<file path="src/rtl/dmem_arbiter.sv">
// Two-requester (cpu / loader) arbiter for a single-port data memory: 2-cycle IDLE/ISSUE access,
// 1-cycle read return, bounded loader burst lock. Define ARB_RR_EN for round-robin on contested grants.
module dmem_arbiter #(
  parameter int DW        = 16,
  parameter int AW        = 16,
  parameter int MAX_BURST = 8
) (
  input  logic          clk1,
  input  logic          rst,
  input  logic          cpu_req,
  input  logic          cpu_we,
  input  logic [AW-1:0] cpu_addr,
  input  logic [DW-1:0] cpu_wdata,
  output logic          cpu_gnt,
  output logic          cpu_rvalid,
  output logic [DW-1:0] cpu_rdata,
  input  logic          ldr_req,
  input  logic          ldr_lock,
  input  logic          ldr_we,
  input  logic [AW-1:0] ldr_addr,
  input  logic [DW-1:0] ldr_wdata,
  output logic          ldr_gnt,
  output logic          ldr_rvalid,
  output logic [DW-1:0] ldr_rdata,
  output logic          mem_en,
  output logic          mem_we,
  output logic [AW-1:0] mem_addr,
  output logic [DW-1:0] mem_wdata,
  input  logic [DW-1:0] mem_rdata,
  output logic          busy
);
  localparam int CW = $clog2(MAX_BURST + 1);

  typedef enum logic {IDLE = 1'b0, ISSUE = 1'b1} state_t;

  state_t        state_q, state_d;
  logic          own_ldr_q, own_ldr_d;   // owner tag of the latched command
  logic          we_q, we_d;
  logic [AW-1:0] addr_q, addr_d;
  logic [DW-1:0] wdata_q, wdata_d;
  logic          last_ldr_q, last_ldr_d; // last_grant: 1 = LDR
  logic [CW-1:0] burst_q, burst_d;
  logic          rd_pend_q, rd_pend_d;
  logic          rd_ldr_q, rd_ldr_d;

  logic pick_ldr;
  logic contested_ldr;
  logic issue;

`ifdef ARB_RR_EN
  assign contested_ldr = ~last_ldr_q;
`else
  logic unused_last;
  assign unused_last   = last_ldr_q;
  assign contested_ldr = 1'b0;
`endif

  // A locked loader beats a waiting cpu only until the burst budget is spent.
  always_comb begin
    pick_ldr = 1'b0;
    if (!cpu_req)                                      pick_ldr = 1'b1;
    else if (!ldr_req)                                 pick_ldr = 1'b0;
    else if (ldr_lock && (burst_q < CW'(MAX_BURST)))   pick_ldr = 1'b1;
    else                                               pick_ldr = contested_ldr;
  end

  always_comb begin
    state_d    = state_q;
    own_ldr_d  = own_ldr_q;
    we_d       = we_q;
    addr_d     = addr_q;
    wdata_d    = wdata_q;
    last_ldr_d = last_ldr_q;
    burst_d    = burst_q;
    rd_pend_d  = 1'b0;
    rd_ldr_d   = rd_ldr_q;
    case (state_q)
      IDLE: begin
        if (!cpu_req) burst_d = '0;
        if (cpu_req || ldr_req) begin
          state_d    = ISSUE;
          own_ldr_d  = pick_ldr;
          we_d       = pick_ldr ? ldr_we    : cpu_we;
          addr_d     = pick_ldr ? ldr_addr  : cpu_addr;
          wdata_d    = pick_ldr ? ldr_wdata : cpu_wdata;
          last_ldr_d = pick_ldr;
          if (!pick_ldr)
            burst_d = '0;
          else if (cpu_req && (burst_q < CW'(MAX_BURST)))
            burst_d = burst_q + CW'(1);
        end
      end
      ISSUE: begin
        state_d   = IDLE;
        rd_pend_d = ~we_q;
        rd_ldr_d  = own_ldr_q;
      end
      default: state_d = IDLE;
    endcase
  end

  always_ff @(posedge clk1) begin
    if (rst) begin
      state_q    <= IDLE;
      own_ldr_q  <= 1'b0;
      we_q       <= 1'b0;
      addr_q     <= '0;
      wdata_q    <= '0;
      last_ldr_q <= 1'b1;
      burst_q    <= '0;
      rd_pend_q  <= 1'b0;
      rd_ldr_q   <= 1'b0;
    end else begin
      state_q    <= state_d;
      own_ldr_q  <= own_ldr_d;
      we_q       <= we_d;
      addr_q     <= addr_d;
      wdata_q    <= wdata_d;
      last_ldr_q <= last_ldr_d;
      burst_q    <= burst_d;
      rd_pend_q  <= rd_pend_d;
      rd_ldr_q   <= rd_ldr_d;
    end
  end

  assign issue     = (state_q == ISSUE);
  assign busy      = issue;
  assign mem_en    = issue;
  assign mem_we    = issue & we_q;
  assign mem_addr  = issue ? addr_q  : '0;
  assign mem_wdata = issue ? wdata_q : '0;
  assign cpu_gnt   = issue & ~own_ldr_q;
  assign ldr_gnt   = issue &  own_ldr_q;

  // rdata is gated so every output reads 0 while no return is in flight.
  assign cpu_rvalid = rd_pend_q & ~rd_ldr_q;
  assign ldr_rvalid = rd_pend_q &  rd_ldr_q;
  assign cpu_rdata  = cpu_rvalid ? mem_rdata : '0;
  assign ldr_rdata  = ldr_rvalid ? mem_rdata : '0;
endmodule

</file>
<file path="config.mk">
export PLATFORM = sky130hd
export DESIGN_NAME = dmem_arbiter
export DESIGN_NICKNAME = d
export VERILOG_FILES = /design/src/rtl/dmem_arbiter.sv
export SDC_FILE = /design/constraint.sdc
export NUM_CORES = 1
export LEC_CHECK = 0
export CORE_ASPECT_RATIO = 0.6
export CORE_MARGIN = 2
export CORE_UTILIZATION = 36
export DETAILED_ROUTE_END_ITERATION = 8
export PLACE_DENSITY = 0.81
export RECOVER_POWER = 25
export SKIP_LAST_GASP = 1
export SYNTH_ARGS = -nofsm -noshare
export SYNTH_HDL_FRONTEND = slang
export SYNTH_SLANG_ARGS = --single-unit
</file>
<file path="constraint.sdc">
create_clock -name clk1 -period 1.75 [get_ports clk1]
set_clock_uncertainty 0.05 [all_clocks]
set_input_delay 0.525 -clock clk1 [delete_from_list [all_inputs] [get_ports clk1]]
set_output_delay 0.525 -clock clk1 [all_outputs]
set_load 0.05 [all_outputs]
</file>
==> results.py <==
metrics = {
    "grt": {
        "track_usage_pct": 29.4,
        "grt_pass1_vias": 2953,
        "grt_max_degree": 23,
        "grt_pass1_wl_microns": 16000,
        "antenna_found_initial": 1,
        "gr-total-overflow": 0,
    },
    "finish": {
        "syn_to_final_growth_pct": 124,
        "final_cell_mix": "buf_12 (78), clkdlybuf4s50_1 (68), o21ai_0 (47), dfxtp_1 (39), and2_4 (34)",
        "stdcell_count": 557,
        "drive_above_1_share_pct": 39.8,
        "fill_cells": 319,
        "mostFrequentLayoutCell": "buf_12",
        "stdcell_area_sq_um": 5210,
        "fin_nets": 559,
    },
    "detailed_routing": {
        "avgRoutedWirePerCell_microns": 22.4,
        "drtPass1Iterations": 7,
        "ant_nets": 0,
        "drt-initial-drc-count": 310,
        "drt_wl_total_microns": 12500,
        "vias": 3224,
        "via_per_inst": 5.79,
        "drc": 0,
    },
    "worst_setup_path": {
        "cp-end-kind": "primary output",
        "path_max_fanout": 14,
        "cp.arrival_ns": 1.37,
        "cp.required_ns": 1.17,
        "start_kind": "flip-flop",
        "worstSetupPathType": "reg2out",
    },
    "sta": {
        "postLayoutSetupSlackWorst_ns": -0.197,
        "finalSetupViolCount": 78,
        "drv_slew": 0,
        "finalCritPeriodShare_pct": 111,
        "hold_viol": 0,
        "fmax_ghz": 0.514,
        "hold_ws_ns": 0.456,
        "max_slew_margin_pct": 53.5,
        "tns_ns": -7.64,
        "rsz0062_at_grt": "true",
        "timing.final.crit_period_ns": 1.95,
        "worstMarginPinSlew_ns": 0.697,
    },
    "power": {
        "internal_power_mw": 1.97,
        "power_density_nw_per_um2": 565,
        "pwr-share-clk_pct": 23.6,
        "p_comb_share_pct": 40.2,
        "ir_drop_v": 0.000456,
        "sw_frac_of_total_pct": 33.2,
        "p_switching_uw": 978,
        "seq_power_share_pct": 36.3,
        "power.leakage_nw": 2.09,
    },
    "floorplanning": {
        "pin_count": 158,
        "fp.dieArea_sq_um": 7140,
        "dieWidth_microns": 108,
        "floorplan.initialDensity_pct": 37.7,
        "rows": 22,
        "die_height_microns": 66.2,
        "coreArea_sq_um": 6170,
    },
    "min_path": {
        "holdCritPathClass": "reg2reg",
    },
    "place": {
        "gp_congestion": 0.776,
        "placed_cell_area_sq_um": 4900,
        "dp_cells": 539,
        "port_buffers": 157,
        "place_ws_ns": -0.295,
        "place_hpwl_microns": 7500,
    },
    "clock_tree": {
        "clkTransAtPathRegs_ns": 0.08,
        "h-tree-depth": 2,
        "clockBufferDepth": 2,
        "clk_latency_ns": 0.30,
        "numCtsBuffers": 5,
        "root_buffer": "clkbuf_8",
        "cts_tree": "built",
        "cts.sinks": 41,
    },
    "run": {
        "cap_viol_max_count": 0,
    },
    "logic_synthesis": {
        "syn_area_per_cell_sq_um": 7.65,
        "yosysSeqAreaShare_pct": 35.3,
        "synthesis.area_sq_um": 2320,
        "yosysWarnings": 0,
        "ys_types": 32,
        "synthCells": 304,
        "syn_nets": 392,
        "ys_ff_latch": 41,
    },
    "outcome": {
        "violations": "setup timing",
        "status": "finished, violations left",
    },
}
-- through the flow --
stage	total power, mW	util, %
2_1_floorplan	1.58	-
3_3_place_gp	2.14	79.5
3_5_place_dp	2.17	79.5
4_1_cts	2.86	82.9
5_1_grt	3.05	84.5
6_report	2.94	84.5
-- flip-flops by register name, summed over array words and instances, names as in the netlist --
signal	count
own_ldr_q	1
addr_q	16
busy	1
we_q	1
rd_pend_q	1
rd_ldr_q	1
wdata_q	16
burst_q	4
-- worst max-delay path, cell delays in order, from the launching register on --
cell and delay, ns:
dfxtp_2 0.34, and2b_2 0.25, buf_12 0.16, and2_4 0.17, buf_12 0.14
-- worst paths after layout --
path,start,to,slack (ns),cells past startpoint
max,rd_ldr_q$_SDFFE_PP0P_,cpu_rdata[1],-0.20,4
min,addr_q[12]$_SDFFE_PP0P_,addr_q[12]$_SDFFE_PP0P_,0.46,2
max reg2reg,busy$_SDFF_PP0_,addr_q[0]$_SDFFE_PP0P_,0.01,6
min reg2reg,addr_q[12]$_SDFFE_PP0P_,addr_q[12]$_SDFFE_PP0P_,0.46,2
-- metal layers --
layer | up-vias | track usage, % | share of wire, %
li1 | 1418 | - | -
met1 | 1526 | 35.5 | 37
met2 | 229 | 49.8 | 48
met3 | 51 | 9.85 | 10
met4 | 0 | 9.13 | 4.3
met5 | - | 0 | 0
-- power groups by stage --
stage | logic, mW | registers, mW | clock network, mW
2_1_floorplan | 0.507 | 1.07 | 0
3_3_place_gp | 1.06 | 1.08 | 0
3_5_place_dp | 1.08 | 1.08 | 0
4_1_cts | 1.10 | 1.06 | 0.707
5_1_grt | 1.23 | 1.07 | 0.744
6_report | 1.18 | 1.07 | 0.694
-- synth_stat cells --
master	n	area, sq um
nand2_1	3	11.3
o21ba_1	1	10.0
buf_6	2	22.5
nand2b_1	2	12.5
a41oi_1	1	8.76
and3_1	16	100
a31oi_1	20	125
clkbuf_1	14	52.6
clkbuf_2	5	25.0
o21ai_0	47	235
nor2_1	17	63.8
a21oi_1	21	105
buf_4	2	15.0
nor2b_1	1	6.26
nand4_2	1	12.5
buf_1	2	7.51
dfxtp_1	41	821
buf_2	7	35.0
and2_1	51	319
buf_8	1	15.0
and3b_1	1	8.76
o21bai_1	1	7.51
o21ai_1	9	45.0
nor3_1	1	5.00
inv_1	5	18.8
o22ai_1	1	6.26
nand3_1	14	70.1
a311oi_1	13	114
a311oi_2	1	15.0
ha_1	1	12.5
and2b_1	1	7.51
nand3b_2	1	11.3
-- final cells by class --
cell class	count	area, sq um	area share [%]
Sequential cell	41	826	15.8
Timing Repair Buffer	193	2640	50.6
Clock inverter	1	5.00	0.0960
Antenna cell	1	2.50	0.0480
Clock buffer	7	96.3	1.85
Multi-Input combinational cell	225	1520	29.2
Tap cell	84	105	2.02
Inverter	5	18.8	0.360
-- what timing repair did --
action                                  4_1_cts  5_1_grt
pin swaps                                     0        0
hold endpoints to repair                      0        0
buffers inserted                              3        6
endpoints found under the setup margin       67       85
hold buffers                                  0        0
gates resized for setup                      43       22
-- logic make-up (layout without fill, tap and decap cells) --
logic type	after synthesis	in the layout	share of synthesized area, %
flops	41	41	35.3
buf+inv	38	206	8.23
simple gates	109	109	27.0
other cells	0	1	0
compound gates	115	115	28.9
fa+ha+maj	1	1	0.538
Note: power is estimated with default switching activity, not from simulation.
